$ cat src/rtl/egg_timer_pkg.sv
// Shared definitions for the egg-timer countdown core: state encoding,
// BCD field constants and the field-validity check used on every LOAD.
package egg_timer_pkg;

   localparam int FIELD_W = 8;
   localparam int DIGIT_W = 4;
   localparam logic [3:0] BCD_MAX_UNIT     = 4'd9;
   localparam logic [3:0] BCD_MAX_TENS_B60 = 4'd5;

   typedef enum logic [2:0] {
      ST_IDLE  = 3'd0,
      ST_ENTRY = 3'd1,
      ST_ARMED = 3'd2,
      ST_RUN   = 3'd3,
      ST_PAUSE = 3'd4,
      ST_DONE  = 3'd5
   } state_e;

   // Both nibbles must be decimal; base-60 fields also cap the tens digit at 5.
   function automatic logic field_valid(input logic [FIELD_W-1:0] value, input logic is_top);
      logic ok;
      ok = (value[7:4] <= BCD_MAX_UNIT) && (value[3:0] <= BCD_MAX_UNIT);
      if (!is_top && (value[7:4] > BCD_MAX_TENS_B60)) begin
         ok = 1'b0;
      end else begin
         ok = ok;
      end
      return ok;
   endfunction

endpackage

$ cat src/rtl/key_press_sync.sv
// Pushbutton front end: 2-flop synchroniser and one-cycle press pulse on the
// falling edge. Defining DEBOUNCE_EN adds a stable-low qualification counter.
module key_press_sync #(
   parameter int DEBOUNCE_CYCLES = 250000
)(
   input  logic clk,
   input  logic rst_n,
   input  logic key_n,
   output logic press
);

   logic sync1_r;
   logic sync2_r;

   // Two-stage synchroniser; idle level of the key is high.
   always_ff @(posedge clk or negedge rst_n) begin
      if (!rst_n) begin
         sync1_r <= 1'b1;
         sync2_r <= 1'b1;
      end else begin
         sync1_r <= key_n;
         sync2_r <= sync1_r;
      end
   end

`ifdef DEBOUNCE_EN
   localparam int CNT_W = $clog2(DEBOUNCE_CYCLES + 1);
   localparam logic [CNT_W-1:0] CNT_DONE = CNT_W'(DEBOUNCE_CYCLES);

   logic [CNT_W-1:0] cnt_r;
   logic             fired_r;

   // Count stable-low cycles; fired_r blocks repeats until the key is released.
   always_ff @(posedge clk or negedge rst_n) begin
      if (!rst_n) begin
         cnt_r   <= {CNT_W{1'b0}};
         fired_r <= 1'b0;
      end else if (sync2_r) begin
         cnt_r   <= {CNT_W{1'b0}};
         fired_r <= 1'b0;
      end else if (!fired_r) begin
         if (cnt_r == CNT_DONE) begin
            fired_r <= 1'b1;
         end else begin
            cnt_r <= cnt_r + CNT_W'(1);
         end
      end else begin
         cnt_r <= cnt_r;
      end
   end

   assign press = ~sync2_r & ~fired_r & (cnt_r == CNT_DONE);
`else
   logic prev_r;

   // Previous synchronised level for edge detection.
   always_ff @(posedge clk or negedge rst_n) begin
      if (!rst_n) begin
         prev_r <= 1'b1;
      end else begin
         prev_r <= sync2_r;
      end
   end

   assign press = prev_r & ~sync2_r;
`endif

endmodule

$ cat src/rtl/bcd_countdown_timer.sv
// Parametrised BCD countdown core with entry, pause/resume and blinking alarm.
// Optional key debounce is enabled by defining DEBOUNCE_EN.
module bcd_countdown_timer #(
   parameter int NUM_FIELDS      = 2,
   parameter int CLK_HZ          = 50000000,
   parameter int TICK_HZ         = 1,
   parameter int BLINK_CYCLES    = 12500000,
   parameter int DEBOUNCE_CYCLES = 250000
)(
   input  logic                    CLK,
   input  logic                    RST_N,
   input  logic                    LOAD_KEY_N,
   input  logic                    START_KEY_N,
   input  logic [7:0]              SET_VAL,
   output logic [8*NUM_FIELDS-1:0] DIGITS,
   output logic [2:0]              STATE,
   output logic                    RUNNING,
   output logic                    DONE,
   output logic                    ALARM,
   output logic                    INVALID
);
   import egg_timer_pkg::*;

   localparam int DW      = FIELD_W * NUM_FIELDS;
   localparam int DIV_RAW = CLK_HZ / TICK_HZ;
   localparam int DIV     = (DIV_RAW < 2) ? 2 : DIV_RAW;
   localparam int PS_W    = $clog2(DIV);
   localparam int BL_W    = (BLINK_CYCLES < 2) ? 1 : $clog2(BLINK_CYCLES);
   localparam int IDX_W   = (NUM_FIELDS < 2) ? 1 : $clog2(NUM_FIELDS);

   localparam logic [IDX_W-1:0] TOP_IDX = IDX_W'(NUM_FIELDS - 1);
   localparam logic [PS_W-1:0]  PS_LAST = PS_W'(DIV - 1);
   localparam logic [BL_W-1:0]  BL_LAST = BL_W'(BLINK_CYCLES - 1);
   localparam logic [DW-1:0]    ZERO    = {DW{1'b0}};

   logic             load_press_s;
   logic             start_press_s;
   state_e           state_r, state_n;
   logic [DW-1:0]    digits_r, digits_n, dec_s;
   logic [IDX_W-1:0] idx_r, idx_n, load_idx_s;
   logic [PS_W-1:0]  prescale_r, prescale_n;
   logic [BL_W-1:0]  blink_r, blink_n;
   logic             alarm_r, alarm_n;
   logic             invalid_r, invalid_n;
   logic             running_r, done_r;
   logic [NUM_FIELDS-1:0] borrow_s;

   key_press_sync #(.DEBOUNCE_CYCLES(DEBOUNCE_CYCLES)) u_load_key (
      .clk   (CLK),
      .rst_n (RST_N),
      .key_n (LOAD_KEY_N),
      .press (load_press_s)
   );

   key_press_sync #(.DEBOUNCE_CYCLES(DEBOUNCE_CYCLES)) u_start_key (
      .clk   (CLK),
      .rst_n (RST_N),
      .key_n (START_KEY_N),
      .press (start_press_s)
   );

   // Decremented count: field 0 always takes the borrow, the chain ripples up.
   assign borrow_s[0] = 1'b1;
   for (genvar f = 0; f < NUM_FIELDS; f++) begin : g_field
      localparam logic [3:0] TENS_MAX = (f == NUM_FIELDS - 1) ? BCD_MAX_UNIT : BCD_MAX_TENS_B60;
      logic [DIGIT_W-1:0] units_s, tens_s, units_dec_s, tens_dec_s;

      assign units_s = digits_r[f*FIELD_W +: DIGIT_W];
      assign tens_s  = digits_r[f*FIELD_W + DIGIT_W +: DIGIT_W];

      // Per-field BCD decrement with wrap to 9 (units) or the field's tens limit.
      always_comb begin
         units_dec_s = units_s;
         tens_dec_s  = tens_s;
         if (borrow_s[f]) begin
            if (units_s == 4'd0) begin
               units_dec_s = BCD_MAX_UNIT;
               if (tens_s == 4'd0) begin
                  tens_dec_s = TENS_MAX;
               end else begin
                  tens_dec_s = tens_s - 4'd1;
               end
            end else begin
               units_dec_s = units_s - 4'd1;
            end
         end else begin
            units_dec_s = units_s;
         end
      end

      assign dec_s[f*FIELD_W +: FIELD_W] = {tens_dec_s, units_dec_s};

      if (f < NUM_FIELDS - 1) begin : g_borrow
         assign borrow_s[f+1] = borrow_s[f] & (units_s == 4'd0) & (tens_s == 4'd0);
      end
   end

   // Re-arming from ARMED or DONE always restarts at the top field.
   assign load_idx_s = ((state_r == ST_ARMED) || (state_r == ST_DONE)) ? TOP_IDX : idx_r;

   // Next-state and datapath decode; START wins over a coincident LOAD.
   always_comb begin
      state_n    = state_r;
      digits_n   = digits_r;
      idx_n      = idx_r;
      invalid_n  = invalid_r;
      prescale_n = prescale_r;
      if (state_r == ST_DONE) begin
         if (blink_r == BL_LAST) begin
            blink_n = {BL_W{1'b0}};
            alarm_n = ~alarm_r;
         end else begin
            blink_n = blink_r + BL_W'(1);
            alarm_n = alarm_r;
         end
      end else begin
         blink_n = {BL_W{1'b0}};
         alarm_n = 1'b0;
      end

      case (state_r)
         ST_IDLE, ST_ENTRY, ST_ARMED, ST_DONE: begin
            if (start_press_s) begin
               if ((state_r == ST_ARMED) && (digits_r != ZERO)) begin
                  state_n    = ST_RUN;
                  prescale_n = {PS_W{1'b0}};
               end else if (state_r == ST_DONE) begin
                  state_n = ST_IDLE;
                  blink_n = {BL_W{1'b0}};
                  alarm_n = 1'b0;
               end else begin
                  state_n = state_r;
               end
            end else if (load_press_s) begin
               if (field_valid(SET_VAL, load_idx_s == TOP_IDX)) begin
                  digits_n[load_idx_s*FIELD_W +: FIELD_W] = SET_VAL;
                  invalid_n = 1'b0;
                  blink_n   = {BL_W{1'b0}};
                  alarm_n   = 1'b0;
                  if (load_idx_s == {IDX_W{1'b0}}) begin
                     state_n = ST_ARMED;
                     idx_n   = TOP_IDX;
                  end else begin
                     state_n = ST_ENTRY;
                     idx_n   = load_idx_s - IDX_W'(1);
                  end
               end else begin
                  invalid_n = 1'b1;
               end
            end else begin
               state_n = state_r;
            end
         end
         ST_RUN: begin
            if (prescale_r == PS_LAST) begin
               prescale_n = {PS_W{1'b0}};
               digits_n   = dec_s;
               if (dec_s == ZERO) begin
                  state_n = ST_DONE;
                  alarm_n = 1'b1;
                  blink_n = {BL_W{1'b0}};
               end else if (start_press_s) begin
                  state_n = ST_PAUSE;
               end else begin
                  state_n = state_r;
               end
            end else begin
               prescale_n = prescale_r + PS_W'(1);
               if (start_press_s) begin
                  state_n = ST_PAUSE;
               end else begin
                  state_n = state_r;
               end
            end
         end
         ST_PAUSE: begin
            if (start_press_s) begin
               state_n = ST_RUN;
            end else begin
               state_n = state_r;
            end
         end
         default: begin
            state_n = ST_IDLE;
         end
      endcase
   end

   // State and datapath registers; status flags are registered from next state.
   always_ff @(posedge CLK or negedge RST_N) begin
      if (!RST_N) begin
         state_r    <= ST_IDLE;
         digits_r   <= ZERO;
         idx_r      <= TOP_IDX;
         invalid_r  <= 1'b0;
         prescale_r <= {PS_W{1'b0}};
         blink_r    <= {BL_W{1'b0}};
         alarm_r    <= 1'b0;
         running_r  <= 1'b0;
         done_r     <= 1'b0;
      end else begin
         state_r    <= state_n;
         digits_r   <= digits_n;
         idx_r      <= idx_n;
         invalid_r  <= invalid_n;
         prescale_r <= prescale_n;
         blink_r    <= blink_n;
         alarm_r    <= alarm_n;
         running_r  <= (state_n == ST_RUN);
         done_r     <= (state_n == ST_DONE);
      end
   end

   assign DIGITS  = digits_r;
   assign STATE   = state_r;
   assign RUNNING = running_r;
   assign DONE    = done_r;
   assign ALARM   = alarm_r;
   assign INVALID = invalid_r;

endmodule

$ cat config.mk
export PLATFORM = sky130hd
export DESIGN_NAME = bcd_countdown_timer
export DESIGN_NICKNAME = d
export VERILOG_FILES = /design/src/rtl/egg_timer_pkg.sv /design/src/rtl/key_press_sync.sv /design/src/rtl/bcd_countdown_timer.sv
export SDC_FILE = /design/constraint.sdc
export NUM_CORES = 1
export LEC_CHECK = 0
export ABC_AREA = 1
export CORE_MARGIN = 8
export CORE_UTILIZATION = 35
export DETAILED_ROUTE_END_ITERATION = 6
export PLACE_DENSITY_LB_ADDON = 0.25
export SETUP_SLACK_MARGIN = 0.3
export SYNTH_ARGS = -nofsm -noshare
export SYNTH_HDL_FRONTEND = slang
export SYNTH_SLANG_ARGS = --single-unit
$ cat constraint.sdc
create_clock -name CLK -period 2.2 [get_ports CLK]
set_clock_uncertainty 0.2 [all_clocks]
set_input_delay 0.44 -clock CLK [delete_from_list [all_inputs] [get_ports CLK]]
set_output_delay 0.44 -clock CLK [all_outputs]
set_load 0.005 [all_outputs]
==> summary.txt <==
Synthesis
  – Synthesized area: 0.00502 mm²
  – Yosys cell types: 45
  – Top post-synthesis cells by count: nand2_1, nor2_1, inv_1
  – Synthesized netlist cell count: 671
  – Post-synth EDFFs: 0
  – Mapped Avg Cell Area: 7.49 µm²
  – Cell taking the most area after synthesis: dfrtp_1
  – Area contributors post-synth: dfrtp_1, nand2_1, nor2_1
  – Top-count cell post-synth: nand2_1
  – Syn_nets: 685
  – Synth Register Bits: 80
  – Top FF cell, synth: dfrtp_1
  – Synth async-reset ratio: 100%
  – Yosys warns: 0
  – Synth top area share: 36.4%
  – Post-synthesis sequential area ratio: 40.0%

Route
  – Detailed Routing Iterations Pass 1: 7
  – DR WL/cell: 15.1 µm
  – Vias per Instance: 5.06
  – Routed wire length: 15500 µm
  – Routed via count: 5170
  – 1st-iter DRT viols: 340
  – Residual DRC: 0
  – Post-route ant nets: 0

Pwr
  – P per Cell Area: 993 mW/mm²
  – Lkg Pwr: 3.59 nW
  – Maximum vdd ir drop: 705 µV

STA
  – Post-layout min period: 2.14 ns
  – Crit share post-route: 97.1%
  – Hold Fails Final Rpt: 0
  – Final setup vio count: 0
  – Slew HR: 74.4%
  – Worst-Margin Slew: 0.380 ns
  – Max-slew violation count: 0
  – Hold slack final: 0.156 ns
  – RSZ-0062 raised after global routing: yes
  – Maximum operating frequency: 0.468 GHz

Worst setup path
  – CP Class: flip-flop to flip-flop
  – Crit path from: DIGITS[2]$_DFFE_PN0P_
  – CP Launch Type: flip-flop
  – RR Endpoint: RUNNING$_DFF_PN0_
  – Flop2flop setup slack: 0.06 ns
  – Worst setup path end: RUNNING$_DFF_PN0_
  – Worst-path maximum fanout: 7
  – Crit end category: flip-flop
  – Critical Path AT: 2.18 ns
  – Worst EP required: 2.24 ns
  – FF-to-FF Start: DIGITS[2]$_DFFE_PN0P_
  – Depth of the worst register-to-register path: 13

Placement
  – Final GP Congestion: 0.923
  – PortBufs: 34
  – Post-DP HPWL: 9710 µm
  – Area after DPL: 0.00604 mm²

Die
  – Core Region: 0.0139 mm²
  – Top Ports: 35
  – # rows: 43
  – Die Y: 136 µm
  – Die W: 136 µm
  – Die area: 0.0184 mm²
  – Starting density of the core: 36.1%

Finish
  – Filler instances: 1193
  – Final core occ: 55.3%
  – Layout cells sized above 1: 39.9%
  – Area Overhead vs Synth: 53.3%
  – Diodes inserted: 0
  – Design area: 0.00770 mm²
  – Nets: 851

Job
  – Max-cap violation count: 0

Global routing
  – Global route overflow: 0
  – First-pass GRT wire length: 24200 µm
  – Largest net degree at the start of global routing: 60
  – Vias in the first global route: 5102
  – GRT Resource Usage Total: 16.1%
  – Initial antenna violation count: 0

Clock tree
  – Clock buffer depth: 2
  – CTS tree: built
  – CTS Sinks: 80
  – CTS Root Cell: clkbuf_16
  – Clk slew on worst S/H paths: 0.07 ns
  – TritonCTS Buffers: 9
  – Htree depth: 3
  – Skew-Pair Late Insertion Delay: 0.35 ns

Hold path
  – Hold crit path type: flip-flop to flip-flop

Run status
  – Result of the run: finished clean
## cells by family (layout without fill, tap and decap cells)
kind of cell,Yosys count,after routing,share of synthesized area [%]
adder cells (fa/ha/maj),2,2,0.498
flip-flops,80,80,40.0
XOR/XNOR,21,21,3.66
buffers and inverters,108,278,8.84
multiplexers,1,1,0.299
AND/OR/NAND/NOR,378,379,36.0
AO/OA/AOI/OAI,81,81,10.7
## routing by layer
layer | global-route usage [%] | share of wire, % | vias to the layer above
li1 | - | - | 2524
met1 | 20.5 | 44 | 2475
met2 | 25.7 | 50 | 136
met3 | 3.87 | 4.1 | 35
met4 | 6.23 | 2.5 | 0
met5 | 0 | 0 | -
## worst max-delay path: stages, from the launching register on
cell	delay, ns
dfrtp_1	0.42
nor2_4	0.15
nand2_4	0.09
nor2_4	0.16
buf_6	0.16
nand2_1	0.07
nand2_2	0.07
nand2_2	0.05
nor3_2	0.10
nand4_1	0.20
a21oi_2	0.23
inv_2	0.05
nand2_1	0.05
inv_1	0.04
## worst min-delay path by stage
stage                                 startpoint                           end  slack (ns)  cells past startpoint
floorplan                                  RST_N               ALARM$_DFF_PN0_       -0.06                      0
global placement                           RST_N            STATE[2]$_DFF_PN0_        0.15                      1
detailed placement  u_load_key.sync1_r$_DFF_PN1_  u_load_key.sync2_r$_DFF_PN1_        0.15                      0
CTS                 u_load_key.sync1_r$_DFF_PN1_  u_load_key.sync2_r$_DFF_PN1_        0.16                      0
global route        u_load_key.sync1_r$_DFF_PN1_  u_load_key.sync2_r$_DFF_PN1_        0.16                      0
finish              u_load_key.sync1_r$_DFF_PN1_  u_load_key.sync2_r$_DFF_PN1_        0.16                      0
## layout by cell type, fill, tap and decap left out, drive strengths merged, types with 2 or more instances in the layout
| master | instances |
|---|---|
| clkbuf | 11 |
| dfrtp | 73 |
| nor3 | 32 |
| nand3b | 3 |
| nand4 | 22 |
| a22oi | 11 |
| a31oi | 5 |
| buf | 131 |
| nor2 | 121 |
| o32ai | 2 |
| dfstp | 7 |
| dlygate4sd2 | 21 |
| o21a | 2 |
| nand2 | 146 |
| or2 | 4 |
| a2bb2oi | 2 |
| nor4 | 7 |
| a21oi | 20 |
| clkdlybuf4s50 | 11 |
| inv | 99 |
| xor2 | 18 |
| xnor2 | 3 |
| nand3 | 43 |
| clkinv | 2 |
| o21ai | 35 |
| ha | 2 |
## registers in the layout, indices dropped and copies added, names as in the netlist
register and flops:
blink_r 24, RUNNING 1, u_start_key.sync1_r 1, idx_r 1
DONE 1, u_load_key.sync2_r 1, u_load_key.prev_r 1, u_start_key.prev_r 1
INVALID 1, DIGITS 16, prescale_r 26, STATE 3
u_load_key.sync1_r 1, u_start_key.sync2_r 1, ALARM 1
## power by group
group | switching (mW) | internal, mW
combinational | 2.41 | 1.95
sequential | 0.168 | 1.66
clock | 0.679 | 0.789
total | 3.26 | 4.40
## layout make-up
type | count | area, µm² | share of cell area, %
timing repair buffer | 167 | 1570 | 20.3
sequential | 80 | 2020 | 26.2
clock buffer | 9 | 225 | 2.92
inverter | 95 | 367 | 4.76
clock inverter | 7 | 61.3 | 0.796
multi-input combinational | 484 | 3240 | 42.1
tap | 180 | 225 | 2.92
## repair_timing
| action | in CTS | in global routing |
|---|---|---|
| resized for setup | 94 | 130 |
| endpoints found under the hold margin | 14 | 0 |
| buffers inserted | 36 | 28 |
| pin swaps | 31 | 47 |
| endpoints found under the setup margin | 91 | 73 |
| hold buffers | 1 | 0 |
| cloned | 3 | 2 |
## per-stage QoR
step	total power, mW	setup slack [ns]	setup TNS, ns	std cells
detailed placement	4.94	-0.123	-4.44	936
CTS	6.95	0.0390	0	992
global route	8.15	-0.0539	-0.357	1022
floorplan	3.82	0.226	0	671
global placement	4.91	-0.120	-4.36	936
finish	7.65	0.0630	0	1022
(Power assumes the default switching activity.)
